==> src/rtl/can_decoder_pkg.sv <==
// Shared types and constants for the CANDecoder bit-level chain.
// Holds intermission state encodings, counter widths and default bit counts.
package can_decoder_pkg;

    localparam int unsigned CNT_W          = 5;
    localparam int unsigned ITM_BIT_W      = 2;
    localparam int unsigned OVRLD_CNT_W    = 2;
    localparam int unsigned INTEG_BITS_DEF = 11;
    localparam int unsigned ITM_BITS_DEF   = 3;
    localparam int unsigned WAIT_MAX_DEF   = 31;

    localparam logic [ITM_BIT_W-1:0] ITM_BIT_LAST = ITM_BIT_W'(ITM_BITS_DEF - 1);

    typedef enum logic [2:0] {
        ITM_INTEG,
        ITM_IDLE,
        ITM_BUSY,
        ITM_ITM,
        ITM_OVWAIT
    } itm_state_e;

    function automatic logic [OVRLD_CNT_W-1:0] ovrld_sat_inc(input logic [OVRLD_CNT_W-1:0] v);
        return (&v) ? v : v + OVRLD_CNT_W'(1);
    endfunction

endpackage

==> src/rtl/sp_sat_counter.sv <==
// Saturating clear/increment counter clocked by the sample point.
// hit_c flags that the increment taken on this edge reaches TERM.
module sp_sat_counter
    import can_decoder_pkg::*;
#(
    parameter int unsigned TERM = WAIT_MAX_DEF
) (
    input  logic clk,
    input  logic rst,
    input  logic clr,
    input  logic inc,
    output logic hit_c
);

    logic [CNT_W-1:0] cnt_q;
    logic [CNT_W-1:0] cnt_d;

    always_comb begin
        cnt_d = cnt_q;
        if (clr) begin
            cnt_d = '0;
        end else if (inc && !(&cnt_q)) begin
            cnt_d = cnt_q + CNT_W'(1);
        end
    end

    always_ff @(posedge clk or posedge rst) begin
        if (rst) begin
            cnt_q <= '0;
        end else begin
            cnt_q <= cnt_d;
        end
    end

    // Compare the post-increment value so TERM-th sample triggers on its own edge.
    assign hit_c = inc && ((32'(cnt_q) + 32'd1) >= TERM);

endmodule

==> src/rtl/intermission_block.sv <==
// CAN intermission / bus-idle tracker feeding Overload_error_block.
// Build option ITM_BUS_INTEGRATION_EN adds the bus-integration (INTEG) state.
module intermission_block
    import can_decoder_pkg::*;
#(
    parameter int unsigned INTEG_BITS = INTEG_BITS_DEF,
    parameter int unsigned WAIT_MAX   = WAIT_MAX_DEF
) (
    input  logic                   reset,
    input  logic                   SP,
    input  logic                   RX,
    input  logic                   F_EOF,
    input  logic                   F_ITMSS,
    output logic                   F_OVRLD,
    output logic                   F_SOF,
    output logic                   BUS_IDLE,
    output logic [ITM_BIT_W-1:0]   ITM_BIT,
    output logic [OVRLD_CNT_W-1:0] OVRLD_CNT,
    output logic                   TIMEOUT
);

`ifdef ITM_BUS_INTEGRATION_EN
    localparam itm_state_e RST_STATE    = ITM_INTEG;
    localparam itm_state_e WDOG_STATE   = ITM_INTEG;
    localparam logic       RST_BUS_IDLE = 1'b0;
`else
    localparam itm_state_e RST_STATE    = ITM_IDLE;
    localparam itm_state_e WDOG_STATE   = ITM_IDLE;
    localparam logic       RST_BUS_IDLE = 1'b1;
`endif

    itm_state_e             state_q, state_d;
    logic                   f_ovrld_q, f_ovrld_d;
    logic                   f_sof_q, f_sof_d;
    logic                   bus_idle_q, bus_idle_d;
    logic [ITM_BIT_W-1:0]   itm_bit_q, itm_bit_d;
    logic [OVRLD_CNT_W-1:0] ovrld_cnt_q, ovrld_cnt_d;
    logic                   timeout_q, timeout_d;

    logic wait_clr, wait_inc, wait_hit_c;

    sp_sat_counter #(.TERM(WAIT_MAX)) u_wait_cnt (
        .clk   (SP),
        .rst   (reset),
        .clr   (wait_clr),
        .inc   (wait_inc),
        .hit_c (wait_hit_c)
    );

`ifdef ITM_BUS_INTEGRATION_EN
    logic integ_clr, integ_inc, integ_hit_c;

    sp_sat_counter #(.TERM(INTEG_BITS)) u_integ_cnt (
        .clk   (SP),
        .rst   (reset),
        .clr   (integ_clr),
        .inc   (integ_inc),
        .hit_c (integ_hit_c)
    );
`else
    logic integ_bits_unused;
    assign integ_bits_unused = (INTEG_BITS == 32'd0);
`endif

    always_comb begin
        state_d     = state_q;
        f_ovrld_d   = 1'b1;
        f_sof_d     = 1'b1;
        itm_bit_d   = itm_bit_q;
        ovrld_cnt_d = ovrld_cnt_q;
        timeout_d   = timeout_q;
        wait_clr    = 1'b1;
        wait_inc    = 1'b0;
`ifdef ITM_BUS_INTEGRATION_EN
        integ_clr   = 1'b1;
        integ_inc   = 1'b0;
`endif

        case (state_q)
`ifdef ITM_BUS_INTEGRATION_EN
            ITM_INTEG: begin
                integ_clr = !RX;
                integ_inc = RX;
                if (RX && integ_hit_c) begin
                    state_d = ITM_IDLE;
                end
            end
`endif
            ITM_IDLE: begin
                if (!RX) begin
                    f_sof_d = 1'b0;
                    state_d = ITM_BUSY;
                end
            end
            ITM_BUSY: begin
                if (!F_ITMSS) begin
                    state_d   = ITM_ITM;
                    itm_bit_d = '0;
                end
            end
            ITM_ITM: begin
                if (!RX && (itm_bit_q != ITM_BIT_LAST)) begin
                    f_ovrld_d   = 1'b0;
                    ovrld_cnt_d = ovrld_sat_inc(ovrld_cnt_q);
                    state_d     = ITM_OVWAIT;
                end else if (!RX) begin
                    f_sof_d = 1'b0;
                    state_d = ITM_BUSY;
                end else if (itm_bit_q == ITM_BIT_LAST) begin
                    state_d = ITM_IDLE;
                end else begin
                    itm_bit_d = itm_bit_q + ITM_BIT_W'(1);
                end
            end
            ITM_OVWAIT: begin
                wait_clr = 1'b0;
                wait_inc = 1'b1;
                if (!F_ITMSS) begin
                    state_d   = ITM_ITM;
                    itm_bit_d = '0;
                end else if (wait_hit_c) begin
                    timeout_d = 1'b1;
                    state_d   = WDOG_STATE;
                end
            end
            default: begin
                state_d = RST_STATE;
            end
        endcase

        // End of frame restarts intermission regardless of anything else this bit.
        if ((state_q != ITM_INTEG) && !F_EOF) begin
            state_d     = ITM_ITM;
            itm_bit_d   = '0;
            ovrld_cnt_d = '0;
            f_ovrld_d   = 1'b1;
            f_sof_d     = 1'b1;
            timeout_d   = timeout_q;
        end

        if (state_d != ITM_ITM) begin
            itm_bit_d = '0;
        end
        bus_idle_d = (state_d == ITM_IDLE);
    end

    always_ff @(posedge SP or posedge reset) begin
        if (reset) begin
            state_q     <= RST_STATE;
            f_ovrld_q   <= 1'b1;
            f_sof_q     <= 1'b1;
            bus_idle_q  <= RST_BUS_IDLE;
            itm_bit_q   <= '0;
            ovrld_cnt_q <= '0;
            timeout_q   <= 1'b0;
        end else begin
            state_q     <= state_d;
            f_ovrld_q   <= f_ovrld_d;
            f_sof_q     <= f_sof_d;
            bus_idle_q  <= bus_idle_d;
            itm_bit_q   <= itm_bit_d;
            ovrld_cnt_q <= ovrld_cnt_d;
            timeout_q   <= timeout_d;
        end
    end

    assign F_OVRLD   = f_ovrld_q;
    assign F_SOF     = f_sof_q;
    assign BUS_IDLE  = bus_idle_q;
    assign ITM_BIT   = itm_bit_q;
    assign OVRLD_CNT = ovrld_cnt_q;
    assign TIMEOUT   = timeout_q;

endmodule

==> config.mk <==
export PLATFORM = sky130hd
export DESIGN_NAME = intermission_block
export DESIGN_NICKNAME = d
export VERILOG_FILES = /design/src/rtl/can_decoder_pkg.sv /design/src/rtl/sp_sat_counter.sv /design/src/rtl/intermission_block.sv
export SDC_FILE = /design/constraint.sdc
export NUM_CORES = 1
export LEC_CHECK = 0
export CAP_MARGIN = 20
export CORE_ASPECT_RATIO = 1.1
export CORE_UTILIZATION = 30
export CTS_CLUSTER_DIAMETER = 100
export DETAILED_ROUTE_END_ITERATION = 8
export PLACE_DENSITY = 0.45
export SETUP_SLACK_MARGIN = 0.15
export SLEW_MARGIN = 40
export SYNTH_ARGS = -nofsm -noshare
export SYNTH_HDL_FRONTEND = slang
export SYNTH_SLANG_ARGS = --single-unit
export TNS_END_PERCENT = 50
==> constraint.sdc <==
create_clock -name SP -period 2.1 [get_ports SP]
set_input_delay 0.315 -clock SP [delete_from_list [all_inputs] [get_ports SP]]
set_output_delay 0.315 -clock SP [all_outputs]
set_load 0.1 [all_outputs]
==> impl_metrics.yaml, run 1 <==
status:
  status: "complete, no violations"
timing:
  finalCritPeriodShare: 0.890
  final.setup.tns_ns: 0
  rsz0062_at_grt: "false"
  tightest_slew_ns: 0.591
  skew_ns: 0.00230
  final-hold-violation-count: 0
  setup_slack_ns: 0.231
  whs_ns: 0.388
  drv_slew: 0
  relSlewSlack: 0.606
  fmax_ghz: 0.535
  finalSetupViolations: 0
  min_period_ns: 1.87
synthesis:
  syn_area_per_cell_um2: 9.77
  async_flop_share: 1.00
  yosysSeqAreaShare: 0.477
  synth.distinct_cells: 32
  synth_nets: 97
  yosysMostFrequentCell: "nor2_1"
  synth_seq_cells: 16
  synth_warnings: 0
  yosys_most_used_dff: "dfrtp_1"
  synth_top_area_cell: "dfrtp_1"
  synth_top_area_frac: 0.353
  synth_common_cells: "nor2_1, dfrtp_1, inv_1"
  ys_top_cells_by_area: "dfrtp_1, dfstp_2, ha_1"
  synth-edff-count: 0
  syn-cell-area_um2: 850
  synthCells: 87
clock_tree:
  cts_buffer_depth: 2
  cts_resized: 0
  cts_setup_buffers: 0
  root_buffer: "clkbuf_4"
  clock_latency_ns: 0.28
  cts_tree: "built"
  holdBufCountCts: 0
  clock_sinks: 16
  path_clk_slew_ns: 0.09
  cts_inserted_buffers: 3
  htree_levels: 1
grt:
  antenna_found_initial: 0
  grt_max_degree: 17
  grt_first_pass_wirelength_mm: 2.53
  track_usage: 0.119
  grt_pass1_vias: 549
  grt.overflow.total: 0
setup_path:
  criticalPathCategory: "flop to flop"
  reg2reg_slack_ns: 0.23
  crit_required_ns: 2.28
  r2r-start: "u_wait_cnt.cnt_q[0]"
  critPathMaxFanout: 4
  reg2reg_to: "TIMEOUT"
  startpoint_type: "flop"
  critPathCaptureType: "flop"
  cp.arrival_ns: 2.05
  reg2regPathDepth: 7
job:
  max_cap_violations: 0
final_layout:
  fill_cells: 263
  final_nets: 111
  multi_input_area_um2: 415
  seqCellArea_um2: 407
  drive_above_1_share: 0.200
  fin_cells: 131
  area_growth_pct: 18.9
  num_antenna_cells: 0
  final_util: 0.390
worst_hold_path:
  hp-class: "input port to asynchronous set/reset pin"
detailed_routing:
  vias: 635
  drc: 0
  final_antenna_net_count: 0
  drt_iter0_drc: 9
  first_pass_iters: 4
  vias_per_cell: 4.85
  wirelength_mm: 1.59
  routedWlPerCell_um: 12.1
die:
  die_w_um: 52.7
  num_rows: 19
  start_util: 0.328
  core_area_um2: 2590
  fp.dieArea_um2: 3050
  fp.dieH_um: 57.8
  io_pins: 13
placement:
  gp_congestion: 0.792
  pre_cts_ws_ns: 0.221
  io_buffers: 12
  place_inst: 127
  dp_hpwl_mm: 1.21
pwr:
  power_leakage_nw: 0.464
  p_per_area_nw_per_um2: 769
  vdd_ir_drop_max_uv: 479
## where the power goes
part	leakage, nW	internal [mW]	switching, mW
Combinational	0.246	0.0651	0.178
Clock	0.0150	0.0736	0.0928
Sequential	0.203	0.339	0.0278
Total	0.464	0.478	0.298
## cells in the final DEF, fill, tap and decap left out, types with 4 or more instances in the layout
master | netlist | routed
nor2_1 | 15 | 15
dfrtp_1 | 12 | 11
buf_4 | 1 | 8
inv_1 | 6 | 6
nand2_1 | 5 | 5
ha_1 | 5 | 5
dfstp_2 | 4 | 4
clkdlybuf4s50_1 | 0 | 4
## state kept, by name, indices dropped and copies added (netlist names)
signal and cells:
F_OVRLD 1, TIMEOUT 1, ITM_BIT 2, OVRLD_CNT 2, state_q 3, u_wait_cnt.cnt_q 5, F_SOF 1, BUS_IDLE 1
## cells by family after synthesis
kind of cell | count (synthesis) | synth area share
AOI/OAI and AO/OA | 13 | 0.105
xor gates and xnor gates | 5 | 0.0516
adders and majority gates | 5 | 0.0736
buffers and inverters | 9 | 0.0456
DFF | 16 | 0.477
muxes | 3 | 0.0353
and+or+nand+nor | 36 | 0.212
## how the worst max path moves through the flow
| stage | start | end |
|---|---|---|
| after global routing | u_wait_cnt.cnt_q[0] | TIMEOUT |
| after detailed placement | u_wait_cnt.cnt_q[0] | TIMEOUT |
| after floorplan | ITM_BIT[1] | BUS_IDLE |
| after global placement | u_wait_cnt.cnt_q[0] | TIMEOUT |
| after CTS | u_wait_cnt.cnt_q[0] | BUS_IDLE |
| final | u_wait_cnt.cnt_q[0] | TIMEOUT |
## worst max-delay path, stage by stage (launching register included)
cell and delay [ns]:
dfrtp_1 0.42, ha_1 0.25, and3_1 0.19, ha_1 0.28, nand2_1 0.12, nor3_2 0.06, o22a_1 0.21, a41o_1 0.24
## per-layer routing
metal | global-route usage | vias up | routed length [um]
met3 | 0.0262 | 2 | 67
met1 | 0.153 | 302 | 719
met5 | 0 | - | 0
li1 | - | 321 | -
met4 | 0.0789 | 0 | 17
met2 | 0.177 | 10 | 786
## layout make-up
cell class              instances  area share
clock buffers                   4      0.0260
well taps                      31      0.0384
flip-flops and latches         16       0.403
inverters                       6      0.0223
multi-input cells              62       0.411
repair buffers                 12      0.0991
## through the flow
stage / area [um2] / power [mW]
2_1_floorplan: 851 / 0.569
3_3_place_gp: 973 / 0.619
3_5_place_dp: 973 / 0.619
4_1_cts: 1000 / 0.791
5_1_grt: 1010 / 0.827
6_report: 1010 / 0.776
Note: power is estimated with default switching activity, not from simulation.
==> inputs of run 2 (changes only) <==
--- a/config.mk
+++ b/config.mk
@@ -7,10 +7,10 @@
 export LEC_CHECK = 0
 export CAP_MARGIN = 20
 export CORE_ASPECT_RATIO = 1.1
-export CORE_UTILIZATION = 30
+export CORE_UTILIZATION = 35
 export CTS_CLUSTER_DIAMETER = 100
 export DETAILED_ROUTE_END_ITERATION = 8
-export PLACE_DENSITY = 0.45
+export PLACE_DENSITY = 0.52
 export SETUP_SLACK_MARGIN = 0.15
 export SLEW_MARGIN = 40
 export SYNTH_ARGS = -nofsm -noshare
==> constraint.sdc (replaced) <==
create_clock -name SP -period 2.1 [get_ports SP]
set_input_delay 0.315 -clock SP [delete_from_list [all_inputs] [get_ports SP]]
set_output_delay 0.315 -clock SP [all_outputs]
set_load 0.02 [all_outputs]
==> impl_metrics.yaml, run 2 (synthesis results as in run 1) <==
pwr:
  seqPwrFrac: 0.508
  power_switching_mw: 0.203
  p_per_area_nw_per_um2: 674
  clkPwrFrac: 0.283
  intPower_mw: 0.516
  p_comb_frac: 0.209
  power_leakage_nw: 0.490
  p_sw_frac: 0.283
  vdd_ir_drop_max_uv: 390
setup_path:
  cp_num_buf_inv: 0
  cp_top_family: "adder cells"
  cp.arrival_ns: 2.03
  slowest_delay_ns: 0.42
  critPathSlowestCell: "dfrtp_1"
  reg2reg_slack_ns: 0.26
  cpMostUsedCell: "ha_1"
  critPathMaxFanout: 3
  reg2reg_to: "TIMEOUT"
  reg2regPathDepth: 7
  crit_required_ns: 2.28
  criticalPathCategory: "flop to flop"
  crit_path_cell_trace: "ha_1 -> and3_1 -> ha_1 -> nand2_2 -> nor3_4 -> o22a_1 -> a41o_1"
  critPathCaptureType: "flop"
  r2r-start: "u_wait_cnt.cnt_q[1]"
  startpoint_type: "flop"
timing:
  skew_ns: 0.00379
  finalSetupViolations: 0
  tightest_slew_ns: 0.594
  final-hold-violation-count: 0
  rsz0062_at_grt: "false"
  relSlewSlack: 0.604
  whs_ns: 0.382
  min_period_ns: 1.84
  finalCritPeriodShare: 0.877
  fmax_ghz: 0.543
  setup_slack_ns: 0.259
  final.setup.tns_ns: 0
  drv_slew: 0
detailed_routing:
  drt_iter0_drc: 2
  routedWlPerCell_um: 11.6
  wirelength_mm: 1.53
  drc: 0
  vias_per_cell: 4.83
  first_pass_iters: 3
  vias: 638
  final_antenna_net_count: 0
grt:
  grt.overflow.total: 0
  grt_pass1_vias: 585
  track_usage: 0.133
  antenna_found_initial: 0
  grt_first_pass_wirelength_mm: 2.57
  grt_max_degree: 17
clock_tree:
  root_buffer: "clkbuf_4"
  cts_tree: "built"
  clock_sinks: 16
  clock_latency_ns: 0.28
  htree_levels: 1
  cts_buffer_depth: 2
  path_clk_slew_ns: 0.10
  cts_inserted_buffers: 3
placement:
  io_buffers: 12
  dp_hpwl_mm: 1.13
  place_inst: 126
  gp_congestion: 0.748
  pre_cts_ws_ns: 0.206
final_layout:
  regMostFlops: "u_wait_cnt.cnt_q"
  drive_above_1_share: 0.157
  final_util: 0.469
  area_growth_pct: 25.6
  largest_register_ff_count: 5
  final_cell_mix: "nor2_1, dfrtp_1, clkdlybuf4s50_1"
  reg_top3: "u_wait_cnt.cnt_q (5), state_q (3)"
  num_antenna_cells: 0
  fin_cells: 132
  final_nets: 113
  layout_commonest_cell: "nor2_1"
die:
  die_w_um: 49.0
  fp.dieH_um: 53.7
  io_pins: 13
  core_area_um2: 2270
  fp.dieArea_um2: 2630
  num_rows: 18
  start_util: 0.373
job:
  max_cap_violations: 0
worst_hold_path:
  hp-class: "input port to asynchronous set/reset pin"
status:
  status: "complete, no violations"
## run 2: timing repair
action	CTS	global route
buffers inserted	0	2
hold buffers	0	0
resized for setup	0	5
endpoints found under the setup margin	0	4
## run 2: worst reg2reg max path: stages (launching register included)
cell and delay [ns]:
dfrtp_1 0.42, ha_1 0.23, and3_1 0.19, ha_1 0.29
nand2_2 0.10, nor3_4 0.05, o22a_1 0.23, a41o_1 0.23
## run 2: final cells by class
type                       instances  area (um2)
fill                             214        1210
multi-input combinational         62         430
sequential                        16         405
timing repair buffer              14         135
tap                               30        37.5
clock buffer                       4        36.3
inverter                           6        22.5
## run 2: worst max path at each step
| stage | startpoint | slack [ns] | cells after the start | to |
|---|---|---|---|---|
| CTS | u_wait_cnt.cnt_q[0] | 0.17 | 7 | BUS_IDLE |
| global route | u_wait_cnt.cnt_q[1] | 0.16 | 7 | TIMEOUT |
| finish | u_wait_cnt.cnt_q[1] | 0.26 | 7 | TIMEOUT |
| detailed placement | u_wait_cnt.cnt_q[0] | 0.21 | 7 | BUS_IDLE |
| floorplan | u_wait_cnt.cnt_q[0] | 0.35 | 7 | BUS_IDLE |
| global placement | u_wait_cnt.cnt_q[0] | 0.28 | 7 | BUS_IDLE |
## run 2: power groups by stage
stage | Sequential [mW] | Clock [mW] | Combinational (mW)
final | 0.365 | 0.204 | 0.150
after global routing | 0.371 | 0.229 | 0.166
after CTS | 0.366 | 0.214 | 0.151
after detailed placement | 0.371 | 0 | 0.149
after global placement | 0.372 | 0 | 0.150
after floorplan | 0.379 | 0 | 0.0891
## run 2: layer usage
layer  GRT usage  share of wire  up-vias
met1       0.165           0.49      298
met2       0.220           0.48        7
met3      0.0254          0.018        2
met5           0              0        -
met4      0.0735         0.0098        0
li1            -              -      331
## run 2: per-stage QoR
step	cell area (um2)	power [mW]
floorplan	850	0.468
global placement	991	0.522
detailed placement	991	0.520
CTS	1030	0.730
global route	1070	0.766
finish	1070	0.719
